`src/rtl/uart_tx_arbiter.sv`:
```
// Round-robin, packet-locked arbiter sharing one uart_tx among NREQ byte-stream requesters.
// Optional stall-release counter enabled by defining UART_ARB_TIMEOUT_EN.
module uart_tx_arbiter #(
  parameter int unsigned NREQ    = 4,
  parameter int unsigned TIMEOUT = 1024
) (
  input  logic              clock,
  input  logic              resetn,
  input  logic [NREQ-1:0]   req_valid_i,
  input  logic [8*NREQ-1:0] req_byte_i,
  input  logic [NREQ-1:0]   req_last_i,
  output logic [NREQ-1:0]   req_ready_o,
  output logic              tx_valid_o,
  output logic [7:0]        tx_byte_o,
  input  logic              tx_dequeue_i,
  output logic [NREQ-1:0]   grant_o,
  output logic              busy_o
);

  localparam int unsigned PtrW = (NREQ > 1) ? $clog2(NREQ) : 1;

  typedef enum logic [0:0] {StIdle, StLocked} state_e;

  state_e            state_q, state_d;
  logic [NREQ-1:0]   grant_q, grant_d;
  logic [PtrW-1:0]   rr_ptr_q, rr_ptr_d;

  logic [PtrW-1:0]   grant_idx;
  logic [PtrW-1:0]   next_ptr;
  logic [PtrW-1:0]   pick_idx;
  logic [PtrW-1:0]   cand_idx;
  int unsigned       cand;
  logic              pick_found;
  logic              granted_last;
  logic              accept;
  logic              timeout_hit;
  logic              release_pkt;

  always_comb begin
    grant_idx = '0;
    for (int unsigned k = 0; k < NREQ; k++) begin
      if (grant_q[k]) grant_idx = PtrW'(k);
    end
  end

  assign next_ptr = (grant_idx == PtrW'(NREQ - 1)) ? '0 : grant_idx + PtrW'(1);

  // First valid requester at or above rr_ptr, wrapping around.
  always_comb begin
    pick_found = 1'b0;
    pick_idx   = '0;
    cand       = 0;
    cand_idx   = '0;
    for (int unsigned i = 0; i < NREQ; i++) begin
      cand     = (32'(rr_ptr_q) + i) % NREQ;
      cand_idx = PtrW'(cand);
      if (!pick_found && req_valid_i[cand_idx]) begin
        pick_found = 1'b1;
        pick_idx   = cand_idx;
      end
    end
  end

  assign tx_valid_o   = (state_q == StLocked) && |(grant_q & req_valid_i);
  assign granted_last = |(grant_q & req_last_i);
  assign accept       = tx_valid_o & tx_dequeue_i;
  assign req_ready_o  = accept ? grant_q : '0;
  assign grant_o      = grant_q;
  assign busy_o       = (state_q == StLocked);

  always_comb begin
    tx_byte_o = 8'h00;
    for (int unsigned k = 0; k < NREQ; k++) begin
      if (tx_valid_o && grant_q[k]) tx_byte_o = req_byte_i[8*k +: 8];
    end
  end

`ifdef UART_ARB_TIMEOUT_EN
  logic [15:0] stall_cnt_q, stall_cnt_d;

  // Counts stalled locked cycles; the TIMEOUT-th one releases the grant.
  always_comb begin
    stall_cnt_d = '0;
    timeout_hit = 1'b0;
    if (state_q == StLocked && !tx_valid_o) begin
      if (stall_cnt_q == 16'(TIMEOUT - 1)) begin
        timeout_hit = 1'b1;
      end else begin
        stall_cnt_d = stall_cnt_q + 16'd1;
      end
    end
  end

  always_ff @(posedge clock or negedge resetn) begin
    if (!resetn) begin
      stall_cnt_q <= '0;
    end else begin
      stall_cnt_q <= stall_cnt_d;
    end
  end
`else
  logic unused_timeout;
  assign unused_timeout = ^16'(TIMEOUT);
  assign timeout_hit    = 1'b0;
`endif

  assign release_pkt = (accept && granted_last) || timeout_hit;

  always_comb begin
    state_d  = state_q;
    grant_d  = grant_q;
    rr_ptr_d = rr_ptr_q;
    unique case (state_q)
      StIdle: begin
        if (pick_found) begin
          state_d           = StLocked;
          grant_d           = '0;
          grant_d[pick_idx] = 1'b1;
        end
      end
      StLocked: begin
        if (release_pkt) begin
          state_d  = StIdle;
          grant_d  = '0;
          rr_ptr_d = next_ptr;
        end
      end
      default: begin
        state_d = StIdle;
        grant_d = '0;
      end
    endcase
  end

  always_ff @(posedge clock or negedge resetn) begin
    if (!resetn) begin
      state_q  <= StIdle;
      grant_q  <= '0;
      rr_ptr_q <= '0;
    end else begin
      state_q  <= state_d;
      grant_q  <= grant_d;
      rr_ptr_q <= rr_ptr_d;
    end
  end

endmodule

```
`config.mk`:
```
export PLATFORM = sky130hd
export DESIGN_NAME = uart_tx_arbiter
export DESIGN_NICKNAME = d
export VERILOG_FILES = /design/src/rtl/uart_tx_arbiter.sv
export SDC_FILE = /design/constraint.sdc
export NUM_CORES = 1
export LEC_CHECK = 0
export CAP_MARGIN = 5
export CORE_AREA = 4 4 41 43
export CTS_CLUSTER_DIAMETER = 100
export DETAILED_ROUTE_END_ITERATION = 7
export DIE_AREA = 0 0 45 47
export DONT_BUFFER_PORTS = 1
export GPL_TIMING_DRIVEN = 0
export PLACE_DENSITY = 0.73
export RECOVER_POWER = 50
export SYNTH_ARGS = -nofsm -noshare
export SYNTH_HDL_FRONTEND = slang
export SYNTH_SLANG_ARGS = --single-unit
```
`constraint.sdc`:
```
create_clock -name clock -period 2.55 [get_ports clock]
set_input_delay 0.51 -clock clock [delete_from_list [all_inputs] [get_ports clock]]
set_output_delay 0.51 -clock clock [all_outputs]
set_load 0.02 [all_outputs]
```
==> results of run 1 <==
==> layer usage <==
layer	GRT usage (%)	wire length, µm
met4	10.5	36
met1	26.5	896
met3	4.21	180
met2	31.4	1030
met5	0	0
==> kinds of logic after synthesis <==
family	after synthesis	share of synthesized area, %
AO/OA/AOI/OAI	45	49.1
AND/OR/NAND/NOR	22	15.5
buffers and inverters	9	5.36
flip-flops	7	25.0
multiplexers	3	5.00
==> area by class of cell <==
type,count,area share [%]
clock buffers,4,3.26
inverters,5,2.33
repair buffers,1,1.24
well taps,15,2.33
multi-input cells,70,66.5
plain buffers,4,2.33
flip-flops and latches,7,22.0
==> path summary, 6_finish.rpt <==
| path | from | endpoint | slack (ps) | cells past startpoint |
|---|---|---|---|---|
| hold reg to reg | rr_ptr_q[1]$_DFFE_PN0P_ | rr_ptr_q[1]$_DFFE_PN0P_ | 620 | 2 |
| hold / removal | req_valid_i[1] | busy_o$_DFF_PN0_ | 530 | 2 |
| setup / recovery | grant_o[1]$_DFFE_PN0P_ | req_ready_o[2] | 120 | 4 |
| max in group asynchronous | resetn | grant_o[2]$_DFFE_PN0P_ | 1710 | 1 |
| min in group asynchronous | resetn | rr_ptr_q[1]$_DFFE_PN0P_ | 580 | 1 |
| setup reg to reg | grant_o[1]$_DFFE_PN0P_ | rr_ptr_q[0]$_DFFE_PN0P_ | 660 | 5 |
==> what timing repair did <==
item | in CTS | in global routing
endpoints found under the setup margin | 8 | 9
setup buffers | 0 | 0
gates resized for setup | 11 | 4
endpoints found under the hold margin | 7 | 0
hold buffers | 1 | 0
==> through the flow <==
stage               instance area (µm²)  instances  utilization [%]  power (mW)  setup WS (ps)
detailed placement                  719        101             55.3       0.123           45.0
CTS                                 805        106             61.8       0.224           41.8
global placement                    719        101             55.3       0.123           85.9
finish                              807        106             62.0       0.220            123
global route                        807        106             62.0       0.235           22.7
floorplan                           701         86                -       0.122            320
==> power groups by stage <==
| stage | logic [mW] | registers (mW) | clock network (mW) |
|---|---|---|---|
| 2_1_floorplan | 0.00868 | 0.113 | 0 |
| 3_3_place_gp | 0.00996 | 0.113 | 0 |
| 3_5_place_dp | 0.0100 | 0.113 | 0 |
| 4_1_cts | 0.0133 | 0.111 | 0.0997 |
| 5_1_grt | 0.0152 | 0.111 | 0.109 |
| 6_report | 0.0135 | 0.111 | 0.0955 |
==> cells in the final DEF (no fill, tap or decap), types with 2 or more instances in the layout <==
cell type	count
a21oi_2	11
a221oi_1	8
a22oi_1	2
and3_1	4
buf_2	2
clkbuf_1	2
clkbuf_4	3
dfrtp_1	5
dfrtp_2	2
inv_1	5
mux2i_1	2
nand2_1	11
nor2_1	2
o21ai_0	4
o22ai_1	8
o32ai_1	4
==> registers in the layout (all words and copies together) (netlist names) <==
name and flops:
busy_o 1, grant_o 4, rr_ptr_q 2
==> synth_stat cells <==
cell / number / area, µm²
a211o_1: 1 / 8.76
a211oi_1: 1 / 7.51
a21oi_1: 11 / 55.1
a21oi_2: 1 / 8.76
a221oi_1: 8 / 70.1
a221oi_2: 1 / 15.0
a22oi_1: 2 / 15.0
a22oi_2: 1 / 12.5
a22oi_4: 1 / 21.3
a32oi_1: 1 / 8.76
and2_1: 1 / 6.26
and3_1: 4 / 25.0
buf_2: 3 / 15.0
clkbuf_1: 1 / 3.75
dfrtp_1: 7 / 175
inv_1: 5 / 18.8
mux2_4: 1 / 15.0
mux2i_1: 2 / 20.0
nand2_1: 11 / 41.3
nand2b_1: 1 / 6.26
nand3b_1: 1 / 7.51
nand4b_1: 1 / 8.76
nor2_1: 2 / 7.51
nor2b_1: 1 / 6.26
o21ai_0: 4 / 20.0
o22ai_1: 8 / 50.1
o32ai_1: 4 / 35.0
o41ai_2: 1 / 16.3
==> impl_metrics.ini, run 1 <==
[die]
start_util_pct = 53.8
pin_count = 61
row_count = 13
die-area_um2 = 2120
core_region_area_um2 = 1300
die_y_um = 47
die_x_um = 45

[critical_path]
worst_ep_required_time_ps = 2040
worstSetupPathType = reg2out
crit_path_max_fanout = 10
endpoint_kind = output port
path_cells = a22oi_4 -> a21oi_2 -> buf_2 -> and3_1
critPathTopFamily = flip-flops
arrival_ps = 1920
timing.critical_path.buf_inv = 1
critPathMaxStageDelay_ps = 630
start_kind = flip-flop
crit_path_top_delay_cell = dfrtp_1

[drt]
wire_per_inst_um = 20.3
num_vias = 786
ant_nets = 0
first_pass_iters = 6
drt_iter0_markers = 21
avgViaCountPerCell = 7.42
drt_wl_total_mm = 2.15
drc = 0

[clock_network]
cts_tree = done
cts.clk_slew.worst_paths_ps = 40
clk_latency_ps = 250
numCtsBuffers = 3
cts-root-buf = clkbuf_4
clock_sinks = 7
cts_buffer_depth = 2
h-tree-depth = 1

[synthesis]
synth_seq_cells = 7
synth_nets = 129
yosysWarningCount = 0
ys_types = 28
avgSynthCellArea_um2 = 8.15
syn_area_um2 = 701
synth-seq-area-share_pct = 25.0
synth_cells = 86

[finish]
num_antenna_cells = 0
drive_above_1_share_pct = 26.4
regArea_um2 = 178
area_growth_pct = 15.2
fill_cells = 130
multi_input_area_um2 = 537
num-nets-final = 135

[pwr]
p_switching_mw = 0.0441
pwr-share-seq_pct = 50.5
p_leak_nw = 0.351
internal_power_mw = 0.176
clkPwrFrac_pct = 43.3
vdd_drop_max_mv = 0.205
powerDensity_nw_per_um2 = 273
p_comb_share_pct = 6.1
switching_share_pct = 20.0

[global_route]
grt_pass1_vias = 706
gr-usage-all-layers_pct = 20.2
grt_max_degree = 11
grt_pass1_wl_mm = 3.04
antenna_found_initial = 0
gr-total-overflow = 0

[sta]
hold_viol = 0
worst_pin_slew_ps = 722
clock.fmax_mhz = 412
maxSlewHeadroom_pct = 51.3
hold_ws_ps = 530
finalClockSkew_ps = 4.65
post-route-min-period_ps = 2430
timing.final.crit_share_pct = 95.2
rsz0062_at_grt = false
finalSetupViolCount = 0
finalSetupTns_ps = 0
report.final.slew_viol_count = 0

[run]
cap_viol_max_count = 0

[placed_design]
dpl.hpwl_mm = 1.62
numPortBuffers = 0
place_congestion = 0.817

[min_path]
hold_path.class = in2reg

[status]
outcome = finished clean
No activity file was read; power rests on OpenSTA's default activity.
==> run 2: changes to the inputs <==
Settings changed: CORE_AREA 4 4 41 43 to 5 5 42 44, DIE_AREA 0 0 45 47 to 0 0 47 49, SKIP_CTS_REPAIR_TIMING set to 1.
==> run 2 against run 1 <==
Critical path depth unchanged; hold slack got worse by 51 ps; sequential power about the same; cell count increased by 0.94%; worst setup slack improved by 16 ps; clock-buffer cell count unchanged; routed wire length increased by 5.2%; total power increased by 4.7%; non-clock buffer count unchanged; largest power group unchanged; via count decreased by 3.6%; die area increased by 8.9%; final area increased by 0.16%.
==> impl_metrics.ini, run 2 (synthesis results as in run 1) <==
[sta]
finalSetupTns_ps = 0
clock.fmax_mhz = 415
worst_slack_ps = 138
finalClockSkew_ps = 7.94
post-route-min-period_ps = 2410
timing.final.crit_share_pct = 94.6
report.final.slew_viol_count = 0
maxSlewHeadroom_pct = 52.5
hold_viol = 0
rsz0062_at_grt = false
finalSetupViolCount = 0
worst_pin_slew_ps = 705

[critical_path]
critPathMaxStageDelay_ps = 620
reg2regPathDepth = 5
rrSetupSlack_ps = 660
reg2reg_to = rr_ptr_q[0]$_DFFE_PN0P_
critical_path_depth = 4
worstSetupPathType = reg2out
cp-endpoint = req_ready_o[2]
endpoint_kind = output port
r2r-start = grant_o[1]$_DFFE_PN0P_
timing.critical_path.buf_inv = 1
cp-startpoint = grant_o[1]$_DFFE_PN0P_
start_kind = flip-flop
crit_path_max_fanout = 10
path_cells = a22oi_4 -> a21oi_2 -> buf_2 -> and3_1
arrival_ps = 1900
critPathTopFamily = flip-flops
crit_path_top_delay_cell = dfrtp_1
worst_ep_required_time_ps = 2040

[die]
die-area_um2 = 2300
die_x_um = 47
row_count = 14
die_y_um = 49
pin_count = 61
start_util_pct = 50.0
core_region_area_um2 = 1400

[pwr]
powerDensity_nw_per_um2 = 285
p_leak_nw = 0.352
vdd_drop_max_mv = 0.299

[min_path]
hold_path.class = in2reg

[drt]
first_pass_iters = 4
wire_per_inst_um = 21.1
drt_wl_total_mm = 2.26
drc = 0
ant_nets = 0
drt_iter0_markers = 13
num_vias = 758
avgViaCountPerCell = 7.08

[finish]
final_util_pct = 57.7
num-nets-final = 135
fin_cells = 107
finalInstanceArea_um2 = 808
drive_above_1_share_pct = 26.4
num_antenna_cells = 0
largest_register_ffs = 4
layout.cells.most_common_list = a21oi_2 (11), nand2_1 (11), o22ai_1 (8), a221oi_1 (8)
area_growth_pct = 15.4

[global_route]
antenna_found_initial = 0
grt_max_degree = 11
gr-usage-all-layers_pct = 19.2
grt_pass1_vias = 698
grt_pass1_wl_mm = 3.17
gr-total-overflow = 0

[clock_network]
clk_latency_ps = 260
cts-root-buf = clkbuf_4
clock_sinks = 7
h-tree-depth = 1
numCtsBuffers = 3
cts_tree = done
cts_buffer_depth = 2
cts.clk_slew.worst_paths_ps = 60

[placed_design]
numPlacedInstances = 102
dpl.hpwl_mm = 1.75
place_ws_ps = 39.1
postPlaceCellArea_um2 = 721
numPortBuffers = 0
place_congestion = 0.800

[run]
cap_viol_max_count = 0

[status]
outcome = finished clean
## run 2: worst register-to-register path, stage by stage (launching register included)
cell	delay, ps
dfrtp_1	620
a22oi_4	130
a21oi_2	210
and3_1	170
clkbuf_1	300
mux2_4	340
## run 2: cell type report
type | count | area (µm²)
Buffer | 4 | 18.8
Clock buffer | 4 | 26.3
Fill cell | 137 | 593
Inverter | 5 | 18.8
Multi-Input combinational cell | 70 | 537
Sequential cell | 7 | 178
Tap cell | 16 | 20.0
Timing Repair Buffer | 1 | 10.0
## run 2: per-stage QoR
stage               total power [mW]  hold WS, ps
global placement               0.123          215
finish                         0.231          478
global route                   0.244          488
CTS                            0.232        -70.3
detailed placement             0.123          215
floorplan                      0.122          214
## run 2: how the worst min path moves through the flow
stage	startpoint	to	slack [ps]	depth (start not counted)
final	req_valid_i[1]	busy_o$_DFF_PN0_	480	2
after global routing	req_valid_i[1]	busy_o$_DFF_PN0_	490	2
after CTS	resetn	grant_o[0]$_DFFE_PN0P_	-70	0
after detailed placement	resetn	grant_o[2]$_DFFE_PN0P_	210	0
after global placement	resetn	grant_o[2]$_DFFE_PN0P_	210	0
after floorplan	resetn	busy_o$_DFF_PN0_	210	0
## run 2: power by group
part	internal (mW)	switching [mW]
registers	0.111	0
logic	0.00540	0.00830
clock network	0.0600	0.0457
## run 2: routing by layer
| metal | GRT usage (%) | vias up | share of wire, % |
|---|---|---|---|
| met3 | 8.12 | 5 | 12 |
| met1 | 20.8 | 349 | 37 |
| met4 | 8.29 | 0 | 1.3 |
| met5 | 0 | - | 0 |
| li1 | - | 360 | - |
| met2 | 31.4 | 44 | 49 |
